==> config.mk <==
export PLATFORM = sky130hd
export DESIGN_NAME = vga_line_prefetch
export DESIGN_NICKNAME = d
export VERILOG_FILES = /design/src/rtl/vga_line_prefetch.sv
export SDC_FILE = /design/constraint.sdc
export NUM_CORES = 1
export LEC_CHECK = 0
export BUFFER_PORTS_ARGS = -buffer_cell sky130_fd_sc_hd__buf_4
export CORE_ASPECT_RATIO = 0.6
export CORE_MARGIN = 5
export CORE_UTILIZATION = 45
export CTS_BUF_LIST = sky130_fd_sc_hd__clkbuf_4
export CTS_CLUSTER_SIZE = 12
export DETAILED_ROUTE_END_ITERATION = 12
export PLACE_DENSITY = 0.57
export SLEW_MARGIN = 20
export SYNTH_ARGS = -nofsm -noshare
export SYNTH_HDL_FRONTEND = slang
export SYNTH_SLANG_ARGS = --single-unit
==> constraint.sdc <==
create_clock -name clk -period 4.3 [get_ports clk]
set_input_delay 0 -clock clk [delete_from_list [all_inputs] [get_ports clk]]
set_output_delay 0 -clock clk [all_outputs]
set_load 0.005 [all_outputs]
==> src/rtl/vga_line_prefetch.sv <==
// Ping-pong line prefetcher: fetches the next display line from SRAM while the current one is shown.
// Optional build macro VGA_PREFETCH_SCALE2_EN selects 2x pixel/line doubling from a 320x240 framebuffer.
module vga_line_prefetch #(
  parameter int          WORDS_PER_LINE = 20,
  parameter logic [31:0] BASE_ADDR      = 32'd0
) (
  input  logic        clk,
  input  logic        nrst,
  input  logic        line_start,
  input  logic [8:0]  next_line,
  input  logic [9:0]  pixel_x,
  input  logic        pixel_rd,
  input  logic [31:0] SRAM_data_in,
  input  logic        SRAM_busy,
  output logic        read_en,
  output logic [31:0] word_address_dest,
  output logic [3:0]  byte_select,
  output logic        pixel_data,
  output logic        fetch_done,
  output logic        underrun
);

`ifdef VGA_PREFETCH_SCALE2_EN
  localparam int FETCH_WORDS = WORDS_PER_LINE / 2;
`else
  localparam int FETCH_WORDS = WORDS_PER_LINE;
`endif
  localparam int CW = $clog2(WORDS_PER_LINE);
  localparam logic [CW-1:0] LAST_WORD = CW'(FETCH_WORDS - 1);

  typedef enum logic [1:0] {IDLE, REQ, WAIT, DONE} state_t;

  state_t         state;
  logic [31:0]    line_buf [2][WORDS_PER_LINE];
  logic           front_sel;
  logic           pending_start;
  logic [CW-1:0]  word_cnt;
  logic [31:0]    cur_base;
  logic [31:0]    new_base;
  logic           capture;
  logic [4:0]     rd_word;
  logic [4:0]     rd_bit;
  logic           rd_in_range;

  always_comb begin
    new_base = 32'd0;
    rd_word  = 5'd0;
    rd_bit   = 5'd0;
`ifdef VGA_PREFETCH_SCALE2_EN
    new_base = BASE_ADDR + 32'(next_line[8:1]) * 32'(FETCH_WORDS);
    rd_word  = {1'b0, pixel_x[9:6]};
    rd_bit   = pixel_x[5:1];
`else
    new_base = BASE_ADDR + 32'(next_line) * 32'(FETCH_WORDS);
    rd_word  = pixel_x[9:5];
    rd_bit   = pixel_x[4:0];
`endif
    rd_in_range = ({27'd0, rd_word} < 32'(FETCH_WORDS));
    // Data of an interrupted transaction is dropped, never written to the new back buffer.
    capture = nrst && (state == WAIT) && !SRAM_busy && !pending_start && !line_start;
  end

  always_ff @(posedge clk) begin
    if (!nrst) begin
      state             <= IDLE;
      word_cnt          <= '0;
      front_sel         <= 1'b0;
      pending_start     <= 1'b0;
      cur_base          <= 32'd0;
      read_en           <= 1'b0;
      word_address_dest <= 32'd0;
      byte_select       <= 4'h0;
      fetch_done        <= 1'b0;
      underrun          <= 1'b0;
    end else begin
      underrun <= 1'b0;
      if (line_start) begin
        front_sel <= ~front_sel;
        cur_base  <= new_base;
      end
      case (state)
        IDLE, DONE: begin
          if (line_start) begin
            state             <= REQ;
            word_cnt          <= '0;
            word_address_dest <= new_base;
            read_en           <= 1'b1;
            byte_select       <= 4'hF;
            fetch_done        <= 1'b0;
          end
        end
        REQ: begin
          if (line_start) begin
            underrun          <= 1'b1;
            word_cnt          <= '0;
            word_address_dest <= new_base;
          end else begin
            state       <= WAIT;
            read_en     <= 1'b0;
            byte_select <= 4'h0;
          end
        end
        WAIT: begin
          if (line_start) underrun <= 1'b1;
          if (SRAM_busy) begin
            if (line_start) pending_start <= 1'b1;
          end else if (line_start || pending_start) begin
            // Outstanding read has finished; restart on the most recently latched line.
            state             <= REQ;
            pending_start     <= 1'b0;
            word_cnt          <= '0;
            word_address_dest <= line_start ? new_base : cur_base;
            read_en           <= 1'b1;
            byte_select       <= 4'hF;
          end else if (word_cnt == LAST_WORD) begin
            state      <= DONE;
            fetch_done <= 1'b1;
          end else begin
            state             <= REQ;
            word_cnt          <= word_cnt + 1'b1;
            word_address_dest <= word_address_dest + 32'd1;
            read_en           <= 1'b1;
            byte_select       <= 4'hF;
          end
        end
        default: state <= IDLE;
      endcase
    end
  end

  always_ff @(posedge clk) begin
    if (capture) line_buf[~front_sel][word_cnt] <= SRAM_data_in;
  end

  always_ff @(posedge clk) begin
    if (!nrst) begin
      pixel_data <= 1'b0;
    end else if (pixel_rd && rd_in_range) begin
      pixel_data <= line_buf[front_sel][rd_word][rd_bit];
    end else begin
      pixel_data <= 1'b0;
    end
  end

endmodule
Yosys cells after proc, flatten, opt, wreduce, memory -nomap -nowiden
Memory sizes are Yosys's and may differ from the RTL's. A register that Yosys moved wholly into a read port is not among the register bits.
Cells that the tools add are included.
{ "word_totals": {"ramBits": 1280, "mem_count": 1, "input_bits": 56, "out_inout_bits": 40, "register_bits": 81} }
{ "op_classes": {"mul": 1, "magnitude_cmp": 5, "n_mux": 48, "bitwise_logic": 3, "n_eq_ne": 12, "add_sub_neg": 2, "reduce_logical": 23} }
{ "memory_table": {"columns": ["memory", "depth", "width", "rd", "rd_clocked_by_memory_dff", "wr", "line", "rtl"], "rows": [
  ["line_buf", 2, 640, 1, 1, 1, "34", "logic [31:0] line_buf [2][WORDS_PER_LINE];"]
]} }
{ "ops": {"columns": ["operator", "n"], "rows": [
  ["$mux 640", 1],
  ["$mux 32", 8],
  ["$bmux 32 s5", 1],
  ["$demux 32 s5", 1],
  ["$pmux 32 s2", 1],
  ["$add 32x1->32 const B", 1],
  ["$mux 4", 5],
  ["$mux 5", 4],
  ["$mux 1", 16],
  ["$ge 6x6->1 const B", 2],
  ["$mul 9x3->12 const B", 1],
  ["$not 5->6", 2],
  ["$pmux 4 s3", 1],
  ["$mux 2", 5],
  ["$ne 2x2->1 const B", 5],
  ["$pmux 5 s2", 1],
  ["$reduce_and 3->1", 3],
  ["$logic_and 1x1->1", 6],
  ["$lt 5x6->1 const B", 1],
  ["$lt 6x1->1 const B", 1],
  ["$pmux 2 s3", 1],
  ["$add 5x1->5 const B", 1],
  ["$bmux 1 s5", 1],
  ["$eq 5x5->1 const B", 1],
  ["17 further kinds", 24]
]} }

Depth between registers and ports, before layout
{ "depth": {"depth_word": 7, "depth_mapped": 13, "mapped_depth_nobuf": 11} }

Least setup slack after synthesis
OpenSTA, ideal clock, no wires.
{ "synth_timing": {"path_kind": "flip-flop to flip-flop", "start": "register state[0]", "end": "memory line_buf[0][128] in the netlist's numbering (enable)", "required_ps": 3879, "arrival_ps": 2944, "setup_ps": 421, "period_less_slack_ps": 3365, "path_stages_with_launch": 8, "setup_slack_ps": 935, "path_buffers": 1, "cell_sequence": "dfxtp_1 inv_1 ha_1 clkbuf_1 nand2b_1 nor4bb_1 nand2_1 nor2_1"} }
{ "synth_between": {"elab_chain_len": 7} }
{ "synth_lines": {"columns": ["element", "line", "rtl"], "rows": [
  ["start, declared", "33", "state_t state;"],
  ["start signal, assigned", "65", "state <= IDLE;"],
  ["start signal, assigned", "84", "state <= REQ;"],
  ["start signal, assigned", "98", "state <= WAIT;"],
  ["$eq 2x2->1", "60", "capture = nrst && (state == WAIT) && !SRAM_busy && !pending_start && !line_start;"],
  ["$logic_and 1x1->1 (4 in series)", "60", null],
  ["$mux 1", "132", "if (capture) line_buf[~front_sel][word_cnt] <= SRAM_data_in;"],
  ["$mux 640 (implied by the code)", "132", null],
  ["end, declared", "34", null]
]} }
Every way passes these cells.

Worst setup path in the final report
{ "layout_timing": {"start": "input port next_line[3]", "end": "register cur_base[13]"} }
{ "layout_between": {"elab_chain_len": 2} }
{ "layout_lines": {"columns": ["element", "line", "rtl"], "rows": [
  ["start, declared", "10", "input logic [8:0] next_line,"],
  ["$mul 9x3->12", "54", "new_base = BASE_ADDR + 32'(next_line) * 32'(FETCH_WORDS);"],
  ["$mux 32", null, null],
  ["end signal, assigned", "79", "cur_base <= new_base;"],
  ["end, declared", "38", "logic [31:0] cur_base;"]
]} }
Every way passes these cells.
A chain may end at the register's enable or synchronous reset.

==> summary.md <==
| Metric | Value |
|---|---|
| Worst hold path type | `input port to flip-flop` |
| Status | `finished, final reports clean` |
| Synth Warn # | `0` |
| Yosys cell types | `a little over 70` |
| Max cap viols | `0` |
| EDFF count, synth | `1,280` |
| Setup_tns | `0 ns` |
| Fill count | `9,458` |
| CTS H-Tree Depth | `5` |
| DR pass1 iterations | `5` |
| Synth area leaders | `edfxtp_1, mux4_2, dfxtp_1, mux2i_1, nand2_1` |
| # DRC | `0` |
| Yosys top cell area share | `71.8%` |
| Worst-path clk slew | `approximately 0.06 ns` |
| CTS tree | `done` |
| Die Width | `455 µm` |
| Tot GR Track Use | `about 25%` |
| Pwr dens | `428 mW/mm²` |
| Routed WL per cell | `31.1 µm` |
| Initial core utilization | `45.1%` |
| Routed Antenna Nets | `0` |
| Final #Nets | `approximately 3,300` |
| Post-synth top cells | `edfxtp_1, mux4_2, nand2_1` |
| Sequential area share after synthesis | `74.8%` |
| CP max stage delay | `0.60 ns` |
| Detailed Route Iter0 Violations | `3,878` |
| CP Capture Type | `flip-flop` |
| Post-synth net total | `between 2,000 and 3,000` |
| Layout area overhead | `17.3%` |
| Initial antenna violation count | `8` |
| Largest net degree at the start of global routing | `67` |
| Ports | `96` |
| Hold Violations, Final | `0` |
| Achievable Freq | `0.240 GHz` |
| Synth Area per Inst | `19.8 µm²` |
| DP HPWL | `91,200 µm` |
| Post-Syn Area | `0.0535 mm²` |
| DIE AREA | `0.126 mm²` |
| WS Path Type | `input port to flip-flop` |
| Clock Sinks | `1,358` |
| Final GP Congestion | `0.831` |
| Cell taking the most area after synthesis | `edfxtp_1` |
| Skew-Pair Late Insertion Delay | `about 1.2 ns` |
| Worst Path Arrival | `5.26 ns` |
| Leakage power | `20.5 nW` |
| Clock Skews | `0.0917 ns` |
| Relative slew slack | `between 30 and 40%` |
| Final Max Tran Viols | `0` |
| Crit path max fanout | `3` |
| Final period util | `between 90% and 100%` |
| Ys async rst share | `0%` |
| Share of cells above drive strength 1 | `about a third` |
| First-pass GRT wire length | `223,000 µm` |
| Setup crit start kind | `input port` |
| Place WS | `~0.25 ns` |
| DIE HEIGHT | `277 µm` |
| Setup slack after layout | `0.136 ns` |
| Root buffer cell | `clkbuf_4` |
| Maximum VDD drop | `0.000284 V` |
| GRT overflow | `0` |
| Min Clock Period, post-route | `4.16 ns` |
| Vias in the first global route | `30,600` |
| Row Count | `~100` |
| Unrepaired setup endpoints after global routing | `false` |
| PortBufs | `95` |
| Count leader, synth | `edfxtp_1` |
| Most frequent cell on the critical path | `dlygate4sd3_1` |
| Most used DFF post-synth | `edfxtp_1` |
| Slew of the pin with the lowest slew margin | `1.02 ns` |
| CTS max path bufs | `4` |
| CP required | `5.39 ns` |
| WL final | `roughly 160,000 µm` |
| Mapped Cells | `approximately 2,700` |
| Worst-path cell chain | `dlygate4sd3_1, buf_4, dlygate4sd3_1, ha_1, dlygate4sd3_1, ha_1, dlygate4sd3_1, a21o_1, a21oi_1, o21bai_1, a21oi_1, nor2b_1, o211ai_1, dlygate4sd3_1, a21boi_0, dlygate4sd3_1` |
| Critical-path top delay cell | `dlygate4sd3_1` |
| CTS Buf Count | `332` |
| Yosys reg bits | `1,358` |
| Via density | `5.97` |
| # setup viols final | `0` |
| Routed via count | `30,300` |
| Core area | `around 0.12 mm²` |
## metal layers
metal / track usage [%] / up-vias / share of wire [%]
met5: 0 / - / 0
met4: 7.05 / 0 / 2.0
met3: 8.73 / 216 / 12
met2: 36.5 / 1722 / 44
met1: 36.4 / 15800 / 42
li1: - / 12500 / -
## area by class of cell
class / count / area (µm²) / share of cell area (%)
repair buffers: 389 / 4000 / 6.38
multi-input cells: 1167 / 12900 / 20.5
inverters: 21 / 80.1 / 0.128
clock buffers: 467 / 3510 / 5.59
diodes: 6 / 15.0 / 0.0239
well taps: 1600 / 2000 / 3.19
flip-flops and latches: 1358 / 40000 / 63.7
clock inverters: 71 / 274 / 0.437
## power by group
group / switching [mW] / internal (mW)
registers: 0.0933 / 14.5
logic: 1.24 / 0.963
clock network: 5.09 / 4.96
## flip-flops by register name, indices dropped and copies added, names as in the netlist, named ones only
signal	cells
line_buf	1280
cur_base	32
word_address_dest	32
word_cnt	5
state	2
byte_select	1
fetch_done	1
front_sel	1
pending_start	1
pixel_data	1
underrun	1
## through the flow
stage	area, µm²	std cells	utilization [%]	hold WS [ns]	power [mW]
2_1_floorplan	53500	2703	-	0.0989	16.1
3_3_place_gp	57000	4368	48.0	0.304	16.8
3_5_place_dp	57000	4368	48.1	0.307	16.9
4_1_cts	62700	5063	52.8	0.00302	27.0
5_1_grt	62800	5079	52.9	0.122	28.0
6_report	62800	5079	52.9	0.136	26.8
## critical path: cells and delay by family
family	cells	cell delay [ns]
buffers and inverters	7	3.59
and+or+nand+nor	1	0.10
AOI/OAI and AO/OA	6	0.99
adders and majority gates	2	0.58
## placed cells by master (no fill, tap or decap), types with 40 or more instances in the layout
| cell type | n |
|---|---|
| o21ai_0 | 48 |
| mux2i_1 | 67 |
| buf_12 | 61 |
| clkbuf_4 | 467 |
| dlygate4sd3_1 | 124 |
| edfxtp_1 | 1280 |
| dfxtp_1 | 77 |
| clkinv_1 | 59 |
| nand2_1 | 117 |
| mux4_2 | 306 |
| nor2_1 | 44 |
| buf_4 | 203 |
| a21oi_1 | 58 |
| nor2_4 | 40 |
## final timing paths
kind                                  end  cells after the start  slack, ns                     from
setup / recovery  cur_base[13]$_SDFF_PN0_                     16       0.14             next_line[3]
hold / removal      pixel_data$_SDFF_PN0_                      6       0.14               pixel_x[6]
setup reg to reg    pixel_data$_SDFF_PN0_                     10       0.25                flip-flop
hold reg to reg   cur_base[16]$_SDFF_PN0_                      2       0.43  cur_base[16]$_SDFF_PN0_
## logic make-up after synthesis
| kind of cell | count (synthesis) | share of synthesized area, % |
|---|---|---|
| and+or+nand+nor | 414 | 3.91 |
| AOI/OAI and AO/OA | 312 | 4.01 |
| adders and majority gates | 24 | 0.575 |
| DFF | 1358 | 74.8 |
| xor gates and xnor gates | 21 | 0.344 |
| muxes | 396 | 14.6 |
| buffers and inverters | 178 | 1.79 |
## what timing repair did
action                                 in CTS  in global routing
endpoints found under the hold margin    1695                  0
setup endpoints to repair                   0                  1
resized for setup                           0                  1
hold buffers                              157                  0
setup buffers                               0                 10
Note: power is estimated with default switching activity, not from simulation.
